<file path="src/rtl/mult_sequencer.sv">
// Sequential shift-and-add multiplier: one multiplier bit per cycle over a
// 2*WIDTH accumulator, signed operands handled as magnitudes plus a final negate.
module mult_sequencer #(
   parameter int WIDTH = 32
) (
   input  logic                 clk,
   input  logic                 rst_n,
   input  logic                 start,
   input  logic                 signed_mode,
   input  logic [WIDTH-1:0]     a,
   input  logic [WIDTH-1:0]     b,
   output logic                 busy,
   output logic                 done,
   output logic [2*WIDTH-1:0]   product
);

   localparam int CW = (WIDTH > 1) ? $clog2(WIDTH) : 1;
   localparam logic [CW-1:0]      LAST_CNT = CW'(WIDTH - 1);
   localparam logic [CW-1:0]      ONE_CNT  = CW'(1);
   localparam logic [WIDTH-1:0]   ONE_W    = WIDTH'(1);
   localparam logic [2*WIDTH-1:0] ONE_P    = (2*WIDTH)'(1);
   localparam logic [WIDTH-1:0]   ZERO_W   = '0;
   localparam logic [2*WIDTH-1:0] ZERO_P   = '0;

   typedef enum logic [1:0] {
      IDLE = 2'd0,
      CALC = 2'd1,
      DONE = 2'd2
   } state_t;

   state_t              state_r;
   logic [WIDTH-1:0]    mcand_r;
   logic [WIDTH-1:0]    mplier_r;
   logic                neg_r;
   logic [2*WIDTH-1:0]  acc_r;
   logic [CW-1:0]       count_r;
   logic                busy_r;
   logic                done_r;
   logic [2*WIDTH-1:0]  product_r;

   logic                a_neg_s;
   logic                b_neg_s;
   logic [WIDTH-1:0]    a_mag_s;
   logic [WIDTH-1:0]    b_mag_s;
   logic                zero_op_s;
   logic [2*WIDTH-1:0]  addend_s;
   logic [2*WIDTH-1:0]  acc_next_s;
   logic [2*WIDTH-1:0]  result_s;

   // Operand magnitudes; -2^(WIDTH-1) maps to 2^(WIDTH-1), which still fits unsigned
   always_comb begin
      a_neg_s   = signed_mode & a[WIDTH-1];
      b_neg_s   = signed_mode & b[WIDTH-1];
      zero_op_s = (a == ZERO_W) || (b == ZERO_W);
      if (a_neg_s) begin
         a_mag_s = ~a + ONE_W;
      end else begin
         a_mag_s = a;
      end
      if (b_neg_s) begin
         b_mag_s = ~b + ONE_W;
      end else begin
         b_mag_s = b;
      end
   end

   // One shift-and-add step plus the sign-corrected value of the final step
   always_comb begin
      addend_s = ZERO_P;
      if (mplier_r[count_r]) begin
         addend_s = {ZERO_W, mcand_r} << count_r;
      end else begin
         addend_s = ZERO_P;
      end
      acc_next_s = acc_r + addend_s;
      if (neg_r) begin
         result_s = ~acc_next_s + ONE_P;
      end else begin
         result_s = acc_next_s;
      end
   end

   // Sequencer state, datapath registers and registered outputs
   always_ff @(posedge clk or negedge rst_n) begin
      if (!rst_n) begin
         state_r   <= IDLE;
         mcand_r   <= ZERO_W;
         mplier_r  <= ZERO_W;
         neg_r     <= 1'b0;
         acc_r     <= ZERO_P;
         count_r   <= '0;
         busy_r    <= 1'b0;
         done_r    <= 1'b0;
         product_r <= ZERO_P;
      end else begin
         case (state_r)
            IDLE: begin
               done_r <= 1'b0;
               if (start) begin
                  mcand_r  <= a_mag_s;
                  mplier_r <= b_mag_s;
                  neg_r    <= a_neg_s ^ b_neg_s;
                  acc_r    <= ZERO_P;
                  count_r  <= '0;
                  busy_r   <= 1'b1;
                  if (zero_op_s) begin
                     product_r <= ZERO_P;
                     done_r    <= 1'b1;
                     state_r   <= DONE;
                  end else begin
                     state_r   <= CALC;
                  end
               end else begin
                  busy_r <= 1'b0;
               end
            end
            CALC: begin
               acc_r   <= acc_next_s;
               count_r <= count_r + ONE_CNT;
               if (count_r == LAST_CNT) begin
                  product_r <= result_s;
                  done_r    <= 1'b1;
                  state_r   <= DONE;
               end else begin
                  state_r   <= CALC;
               end
            end
            DONE: begin
               done_r  <= 1'b0;
               busy_r  <= 1'b0;
               state_r <= IDLE;
            end
            default: begin
               done_r  <= 1'b0;
               busy_r  <= 1'b0;
               state_r <= IDLE;
            end
         endcase
      end
   end

   assign busy    = busy_r;
   assign done    = done_r;
   assign product = product_r;

endmodule

</file>
<file path="config.mk">
export PLATFORM = sky130hd
export DESIGN_NAME = mult_sequencer
export DESIGN_NICKNAME = d
export VERILOG_FILES = /design/src/rtl/mult_sequencer.sv
export SDC_FILE = /design/constraint.sdc
export NUM_CORES = 1
export LEC_CHECK = 0
export CAP_MARGIN = 20
export CORE_MARGIN = 4
export CORE_UTILIZATION = 60
export DETAILED_ROUTE_END_ITERATION = 8
export GPL_TIMING_DRIVEN = 0
export PLACE_DENSITY = 0.81
export REMOVE_ABC_BUFFERS = 1
export SLEW_MARGIN = 0
export SYNTH_ARGS = -nofsm -noshare
export SYNTH_HDL_FRONTEND = slang
export SYNTH_SLANG_ARGS = --single-unit
export TNS_END_PERCENT = 20
</file>
<file path="constraint.sdc">
create_clock -name clk -period 7.2 [get_ports clk]
set_input_delay 1.44 -clock clk [delete_from_list [all_inputs] [get_ports clk]]
set_output_delay 1.44 -clock clk [all_outputs]
set_load 0.01 [all_outputs]
</file>
==> results.md, run 1 <==
- Count of warnings emitted by yosys: 0
- Effective utilization at floorplan: 0.608
- Initial antenna violation count: 0
- Met3 track demand over resource in global routing: 0.0638
- Layout cells sized above 1: 0.101
- FF+latch area: between 5000 and 6000 um^2
- Endpoint type of the worst setup path: register
- Count of cell types in the netlist: 112
- Max-cap violations: 0
- Number of global-route vias before repair: 17,700
- Launch point of the worst reg-to-reg path: count_r[0]$_DFFE_PN0P_
- Port Buf Inserts: ~130
- Total count of max-transition violations in the final report: 0
- Most Crowded Layer GR: met2
- Antenna viol nets, final: 0
- Cell Count Post-Placement: approximately 2,600
- Worst path arrival time: approximately 7.4 ns
- Final-layout fill cell count: between 2,000 and 2,500
- Clock latency on the worst-skew pair: ~0.57 ns
- DRT Pass-1 Iters: 8
- Fraction of registers with async set/reset: 1.00
- Clock buffer count from CTS: 25
- Top area cells in the synthesized netlist: sky130_fd_sc_hd__dfrtp_1, sky130_fd_sc_hd__nand2_1, sky130_fd_sc_hd__a21oi_1
- Cell row count: 63
- Initial detailed-routing violation count: slightly below 2,000
- GRT overflow: 0
- Number of enable flip-flop cells after synthesis: 0
- Total negative slack: 0 ns
- Time the final worst path needs with I/O delays and setup: 6.97 ns
- Startpoint type of the worst setup path: register
- Post-Synthesis Cell Area: 18,000 um^2
- M1 GR Usage: 0.503
- Avg Vias per Cell: 6.94
- Final setup viols: 0
- GR Util All Layers: 0.375
- Unrepaired setup endpoints after global routing: false
- Post-layout net count: approximately 2,400
- CTS Root Cell: sky130_fd_sc_hd__clkbuf_16
- Worst slew margin relative to its limit: 0.259
- Area of the die: between 30,000 and 40,000 um^2
- Reg clk slew, reported paths: around 0.060 ns
- Pin slew with the least headroom to its limit: between 1 and 1.5 ns
- CTS tree: built
- Clock Path Buffers: 3
- Count of endpoints failing hold in the final timing report: 0
- Placeable Area: between 20,000 and 30,000 um^2
- Destination of the worst hold path: product[32]$_DFFE_PN0P_
- Post-Route Utilization: 0.696
- Via Count: about 18,000
- Type of the setup path with the least slack: register to register
- Hold path cells: 2
- Most frequently used flop master after synthesis: sky130_fd_sc_hd__dfrtp_1
- Layout Area Growth over Synthesis: 14.5%
- Met2 track utilization from global routing: 0.612
- Worst setup slack before clock tree synthesis: -1.12 ns
- Critical-path maximum fanout: 31
- Total routed wirelength: between 60,000 and 70,000 um
- Multi-input gate area in the final layout: ~12,000 um^2
- Average wire per cell in the routed design: 24.3 um
- RePlAce Congestion: a little under 1
- Avg Cell Area, Syn: between 8 and 9 um^2
- Req. time, crit path: ~7.6 ns
- Die height: ~180 um
- Synthesized netlist cell count: about 2,200
- Register-to-register path setup slack: between 0.2 and 0.25 ns
- Period utilisation layout: 0.968
- H-Tree Level Count: 1
- Wire length of the first global-routing pass: roughly 100,000 um
- Diode insertion count for antenna repair: 0
- Most used cells in the layout excluding fill and tap cells: sky130_fd_sc_hd__nand2_1, sky130_fd_sc_hd__nor2_1, sky130_fd_sc_hd__dfrtp_1
- Outcome: finished, final reports clean
- Worst hold path class: register to register
- Number of primary I/O pins: between 100 and 150
- Maximum number of pins on one net before global-route repair: 110
- Timing-limited maximum frequency: 0.143 GHz
- Worst hold path startpoint: product[32]$_DFFE_PN0P_
- #FFs+latches synth: roughly 200
- Top cell type's share of synthesized area: 0.281
- Floorplan die width: ~180 um
- Count of placed standard cells in the final layout, fillers left out: ~2,700
- DRC violations left: 0
- Most common cell after layout, fill and taps aside: sky130_fd_sc_hd__nand2_1
- Largest area contributor in the netlist: sky130_fd_sc_hd__dfrtp_1
- Worst reg2reg path depth: 17
- Capturing point of the worst reg2reg path: product[62]$_DFFE_PN0P_
- Final worst setup slack: approximately 0.23 ns
- CTS sink cnt: 202
- Detailed placement HPWL: between 40,000 and 50,000 um
- Proportion of synthesized chip area in sequential cells: 0.281
- Clk_skew: around 0.014 ns
## sequential cells by signal, summed over array words and instances, names as in the netlist
signal and cells:
done 1, neg_r 1, product 64, state_r 2, mcand_r 32, busy 1, acc_r 64, count_r 5
mplier_r 32
## Yosys cell counts, types with 6 or more instances
| cell | n |
|---|---|
| sky130_fd_sc_hd__a211oi_1 | 22 |
| sky130_fd_sc_hd__a21o_1 | 23 |
| sky130_fd_sc_hd__a21oi_1 | 188 |
| sky130_fd_sc_hd__a222oi_1 | 6 |
| sky130_fd_sc_hd__a22o_1 | 42 |
| sky130_fd_sc_hd__a22oi_1 | 9 |
| sky130_fd_sc_hd__a31oi_1 | 23 |
| sky130_fd_sc_hd__and2_1 | 20 |
| sky130_fd_sc_hd__and3_1 | 16 |
| sky130_fd_sc_hd__and4_1 | 11 |
| sky130_fd_sc_hd__buf_1 | 15 |
| sky130_fd_sc_hd__buf_2 | 23 |
| sky130_fd_sc_hd__buf_4 | 8 |
| sky130_fd_sc_hd__clkbuf_1 | 85 |
| sky130_fd_sc_hd__dfrtp_1 | 202 |
| sky130_fd_sc_hd__ha_1 | 68 |
| sky130_fd_sc_hd__inv_1 | 40 |
| sky130_fd_sc_hd__mux2_2 | 33 |
| sky130_fd_sc_hd__mux2i_1 | 41 |
| sky130_fd_sc_hd__mux4_2 | 30 |
| sky130_fd_sc_hd__nand2_1 | 255 |
| sky130_fd_sc_hd__nand2b_1 | 16 |
| sky130_fd_sc_hd__nand3_1 | 38 |
| sky130_fd_sc_hd__nand4_1 | 38 |
| sky130_fd_sc_hd__nand4b_1 | 6 |
| sky130_fd_sc_hd__nor2_1 | 247 |
| sky130_fd_sc_hd__nor2b_1 | 25 |
| sky130_fd_sc_hd__nor3_1 | 46 |
| sky130_fd_sc_hd__nor4_1 | 18 |
| sky130_fd_sc_hd__o211ai_1 | 11 |
| sky130_fd_sc_hd__o21a_1 | 11 |
| sky130_fd_sc_hd__o21ai_0 | 172 |
| sky130_fd_sc_hd__o21ai_1 | 32 |
| sky130_fd_sc_hd__o21bai_1 | 8 |
| sky130_fd_sc_hd__o31ai_1 | 30 |
| sky130_fd_sc_hd__o41ai_1 | 9 |
| sky130_fd_sc_hd__o41ai_2 | 9 |
| sky130_fd_sc_hd__or2_2 | 14 |
| sky130_fd_sc_hd__or3_1 | 23 |
| sky130_fd_sc_hd__or4_1 | 13 |
| sky130_fd_sc_hd__xnor2_1 | 72 |
| sky130_fd_sc_hd__xor2_1 | 71 |
## per-stage QoR
stage	area (um^2)	hold WS (ns)
3_5_place_dp	19500	0.467
4_1_cts	20500	0.482
5_1_grt	20600	0.498
3_3_place_gp	19200	0.460
6_report	20600	0.475
2_1_floorplan	17400	0.456
## critical path: stages, from the launching register on
cell and delay, ns:
sky130_fd_sc_hd__dfrtp_4 0.60, sky130_fd_sc_hd__mux4_2 0.58, sky130_fd_sc_hd__mux4_2 0.50, sky130_fd_sc_hd__nand2_1 0.36
sky130_fd_sc_hd__and2_4 0.43, sky130_fd_sc_hd__nor2_1 0.17, sky130_fd_sc_hd__ha_1 0.58, sky130_fd_sc_hd__and4_1 0.36
sky130_fd_sc_hd__nand2_1 0.22, sky130_fd_sc_hd__nor2_2 0.38, sky130_fd_sc_hd__o211ai_1 0.36, sky130_fd_sc_hd__a31oi_1 0.58
sky130_fd_sc_hd__or4b_1 0.21, sky130_fd_sc_hd__nand3_1 0.22, sky130_fd_sc_hd__or3_1 0.53, sky130_fd_sc_hd__or2_2 0.31
sky130_fd_sc_hd__a222oi_1 0.30, sky130_fd_sc_hd__nand3_1 0.13
## final cells by class
type / count / share of cell area
Clock buffer: 28 / 0.0319
Clock inverter: 18 / 0.0143
Inverter: 40 / 0.00728
Multi-Input combinational cell: 1828 / 0.597
Sequential cell: 202 / 0.246
Tap cell: 390 / 0.0237
Timing Repair Buffer: 150 / 0.0798
## repair_timing
item,in CTS,in global routing
pin swaps,1,1
endpoints found under the setup margin,39,28
gates cloned,0,0
gates resized for setup,6,14
buffers inserted,2,2
hold buffers,0,0
## how the worst max path moves through the flow
stage               slack (ns)                       end  cells past startpoint                   start
floorplan                -0.13   product[45]$_DFFE_PN0P_                     17  count_r[0]$_DFFE_PN0P_
global placement         -3.91  mplier_r[26]$_DFFE_PN0P_                      1                   rst_n
detailed placement       -1.12   product[45]$_DFFE_PN0P_                     17  count_r[2]$_DFFE_PN0P_
CTS                       0.02   product[63]$_DFFE_PN0P_                     17  count_r[0]$_DFFE_PN0P_
global route              0.01   product[62]$_DFFE_PN0P_                     17  count_r[0]$_DFFE_PN0P_
finish                    0.23   product[62]$_DFFE_PN0P_                     17  count_r[0]$_DFFE_PN0P_
## kinds of logic (layout without fill, tap and decap cells)
| logic type | after synthesis | count (layout) | share of synthesized area |
|---|---|---|---|
| compound gates | 681 | 681 | 0.250 |
| xor+xnor | 145 | 145 | 0.0713 |
| fa+ha+maj | 69 | 69 | 0.0483 |
| buf+inv | 177 | 236 | 0.0429 |
| flops | 202 | 202 | 0.281 |
| mux | 104 | 104 | 0.0809 |
| simple gates | 829 | 829 | 0.226 |
## layer usage
metal	up-vias	routed length [um]
li1	8241	-
met2	1042	29200
met5	-	0
met3	198	5810
met1	8942	26200
met4	0	3170
Power of run 1 is not shown: default switching activity piles up to over one toggle a cycle in this logic, so the estimate is an artifact.
==> run 2, diff against run 1 <==
--- a/config.mk
+++ b/config.mk
@@ -5,6 +5,7 @@
 export SDC_FILE = /design/constraint.sdc
 export NUM_CORES = 1
 export LEC_CHECK = 0
+export ABC_AREA = 1
 export CAP_MARGIN = 20
 export CORE_MARGIN = 4
 export CORE_UTILIZATION = 60
==> run 2 against run 1 <==
Global-route usage rose by 1.0 points. Core utilization rose by 0.31 points. Sequential share of layout area fell by 1.9 points. Count of clock-buffer cells in the layout rose by 6. Critical path depth rose by 12. Hold slack improved by 0.0020 ns. Design area rose by 8.0%. Clock skew rose by 0.020 ns. Largest cell class unchanged. First-iteration DRC count rose by 43%. Non-clock buffer count fell by 5. Critical endpoint is now product[55]$_DFFE_PN0P_. Critical path type unchanged. Maximum frequency rose by 4.4%. Register-to-register slack improved by 0.29 ns.
==> results.md, run 2 <==
- GR Util All Layers: 0.385
- RePlAce Congestion: just over 1
- Launch point of the worst reg-to-reg path: count_r[0]$_DFFE_PN0P_
- Maximum number of pins on one net before global-route repair: about 110
- Average wire per cell in the routed design: 17.9 um
- Initial detailed-routing violation count: roughly 2,800
- Count of warnings emitted by yosys: 0
- Outcome: finished, final reports clean
- Diode insertion count for antenna repair: 0
- Worst hold path class: register to register
- Worst reg2reg path depth: 29
- Synthesized netlist cell count: approximately 3,400
- Total power density per cell area: 554 nW/um^2
- Top area cells in the synthesized netlist: sky130_fd_sc_hd__dfrtp_1, sky130_fd_sc_hd__nand2_1, sky130_fd_sc_hd__inv_1
- Clk_skew: 0.0341 ns
- Number of global-route vias before repair: around 21,000
- Leakage power figure: between 10 and 15 nW
- Number of primary I/O pins: roughly 130
- Endpoint type of the worst setup path: register
- Timing-limited maximum frequency: approximately 0.15 GHz
- Top cell type's share of synthesized area: 0.258
- Layout cells sized above 1: 0.0452
- Critical-path maximum fanout: 37
- Type of the setup path with the least slack: register to register
- Start point of the critical path: count_r[0]$_DFFE_PN0P_
- Clock buffer count from CTS: 24
- Avg Vias per Cell: roughly 5.8
- Proportion of synthesized chip area in sequential cells: 0.258
- Most frequently used flop master after synthesis: sky130_fd_sc_hd__dfrtp_1
- Initial antenna violation count: 1
- Area of the die: roughly 36,000 um^2
- Setup crit end: product[55]$_DFFE_PN0P_
- Cell row count: 65
- Avg Cell Area, Syn: between 5 and 6 um^2
- #FFs+latches synth: ~200
- Final setup viols: 0
- Via Count: around 23,000
- Period utilisation layout: 0.927
- Total negative slack: 0 ns
- Met3 track demand over resource in global routing: 0.0585
- Pin slew with the least headroom to its limit: about 1.2 ns
- Count of cell types in the netlist: 49
- Most frequent cell after synthesis: sky130_fd_sc_hd__nand2_1
- H-Tree Level Count: 1
- Worst setup slack before clock tree synthesis: -0.487 ns
- Area of placed instances: 21,400 um^2
- Final worst setup slack: around 0.52 ns
- Most Crowded Layer GR: met2
- Total routed wirelength: roughly 70,000 um
- Register-to-register path setup slack: around 0.52 ns
- Number of enable flip-flop cells after synthesis: 0
- DRC violations left: 0
- Largest stage delay, worst path: around 0.64 ns
- CTS Root Cell: sky130_fd_sc_hd__clkbuf_16
- Max-cap violations: 0
- Fraction of registers with async set/reset: 1.00
- Worst slew margin relative to its limit: 0.217
- Total count of max-transition violations in the final report: 0
- Detailed placement HPWL: ~55,000 um
- GRT overflow: 0
- Final non-filler cell area: around 22,000 um^2
- Capturing point of the worst reg2reg path: product[55]$_DFFE_PN0P_
- Post-Synthesis Cell Area: roughly 20,000 um^2
- Largest area contributor in the netlist: sky130_fd_sc_hd__dfrtp_1
- DRT Pass-1 Iters: 7
- Startpoint type of the worst setup path: register
- Unrepaired setup endpoints after global routing: false
- Synth top cells by count: sky130_fd_sc_hd__nand2_1, sky130_fd_sc_hd__inv_1, sky130_fd_sc_hd__nor2_1, sky130_fd_sc_hd__o21ai_0, sky130_fd_sc_hd__nand3_1
- Placeable Area: around 32,000 um^2
- Worst voltage drop across the vdd grid: about 0.45 mV
- Effective utilization at floorplan: 0.615
- Antenna viol nets, final: 0
- Slowest stage cell, crit path: sky130_fd_sc_hd__dfrtp_1
- Clock latency on the worst-skew pair: ~0.56 ns
- Worst path most repeated cell: sky130_fd_sc_hd__nand3_1
- M1 GR Usage: 0.523
- Port Buf Inserts: 133
- Count of endpoints failing hold in the final timing report: 0
- CTS sink cnt: roughly 200
- Floorplan die width: about 190 um
- Layout Area Growth over Synthesis: 13.7%
- CTS tree: built
- Die height: ~190 um
- Clock Path Buffers: 3
- Req. time, crit path: around 7.6 ns
- Most common cell after layout, fill and taps aside: sky130_fd_sc_hd__nand2_1
- Worst path arrival time: just over 7 ns
- Most used cells in the layout excluding fill and tap cells: sky130_fd_sc_hd__nand2_1, sky130_fd_sc_hd__inv_1, sky130_fd_sc_hd__nor2_1
- Postcts setup bufs: 0
- Time the final worst path needs with I/O delays and setup: ~6.7 ns
- Post-layout net count: approximately 3,600
- Met2 track utilization from global routing: 0.612
- Wire length of the first global-routing pass: ~110,000 um
- Hold-fix buffer count after cts: 0
- Reg clk slew, reported paths: 0.07 ns
==> run 2: changes by cell type after synthesis, moves of 85 or more <==
cell                      before   now
sky130_fd_sc_hd__nand2_1     255  1258
sky130_fd_sc_hd__inv_1        40   466
sky130_fd_sc_hd__nand3_1      38   226
sky130_fd_sc_hd__o21ai_0     172   319
sky130_fd_sc_hd__a21oi_1     188    79
sky130_fd_sc_hd__nor2_1      247   332
==> run 2: critical path: cells and delay by family, from the launching register on <==
family	cells	cell delay, ns
and+or+nand+nor	21	3.82
buffers and inverters	4	0.93
adders and majority gates	2	0.75
AOI/OAI and AO/OA	2	0.35
DFF	1	0.64
==> run 2: layout make-up <==
type | count | area (um^2)
Timing Repair inverter | 1 | 5.00
Timing Repair Buffer | 145 | 1630
Fill cell | 2801 | 9600
Inverter | 488 | 1840
Clock inverter | 10 | 116
Clock buffer | 34 | 719
Multi-Input combinational cell | 2595 | 12400
Sequential cell | 202 | 5060
Tap cell | 435 | 544
==> run 2: timing repair <==
item	CTS	global route
setup endpoints to repair	42	42
gates resized for setup	2	4
gates cloned	0	1
==> run 2: worst min-delay path by stage <==
stage / from / end / slack (ns) / depth (start not counted)
floorplan: mplier_r[0]$_DFFE_PN0P_ / mplier_r[0]$_DFFE_PN0P_ / 0.45 / 2
detailed placement: product[52]$_DFFE_PN0P_ / product[52]$_DFFE_PN0P_ / 0.46 / 2
finish: product[57]$_DFFE_PN0P_ / product[57]$_DFFE_PN0P_ / 0.48 / 2
CTS: product[57]$_DFFE_PN0P_ / product[57]$_DFFE_PN0P_ / 0.48 / 2
global placement: mplier_r[26]$_DFFE_PN0P_ / mplier_r[26]$_DFFE_PN0P_ / 0.46 / 2
global route: mplier_r[21]$_DFFE_PN0P_ / mplier_r[21]$_DFFE_PN0P_ / 0.50 / 2
==> run 2: cell families (layout without fill, tap and decap cells) <==
family	after synthesis	in the layout	share of synthesized area
AND/OR/NAND/NOR	1985	1985	0.422
buffers and inverters	587	678	0.113
AO/OA/AOI/OAI	443	443	0.119
flip-flops	202	202	0.258
XOR/XNOR	87	87	0.0389
adder cells (fa/ha/maj)	69	69	0.0444
multiplexers	11	11	0.00562
==> run 2: metrics by stage <==
step / power (mW) / hold WS, ns / std cells / util
floorplan: 7.96 / 0.448 / 3285 / -
global placement: 10.2 / 0.459 / 3853 / 0.662
detailed placement: 10.6 / 0.464 / 3864 / 0.671
CTS: 12.0 / 0.482 / 3908 / 0.698
global route: 13.4 / 0.502 / 3910 / 0.699
finish: 12.3 / 0.477 / 3910 / 0.699
==> run 2: per-layer routing <==
metal  up-vias  routed length, um
met4         0               3820
met1     10300              28500
li1      10800                  -
met5         -                  0
met3       256               7210
met2      1290              30300
==> run 2: where the power goes <==
part / internal [mW] / total (mW) / switching, mW
Clock: 0.769 / 1.30 / 0.531
Combinational: 2.67 / 9.17 / 6.49
Sequential: 1.49 / 1.87 / 0.376
Power figures use the tool's default switching activity.
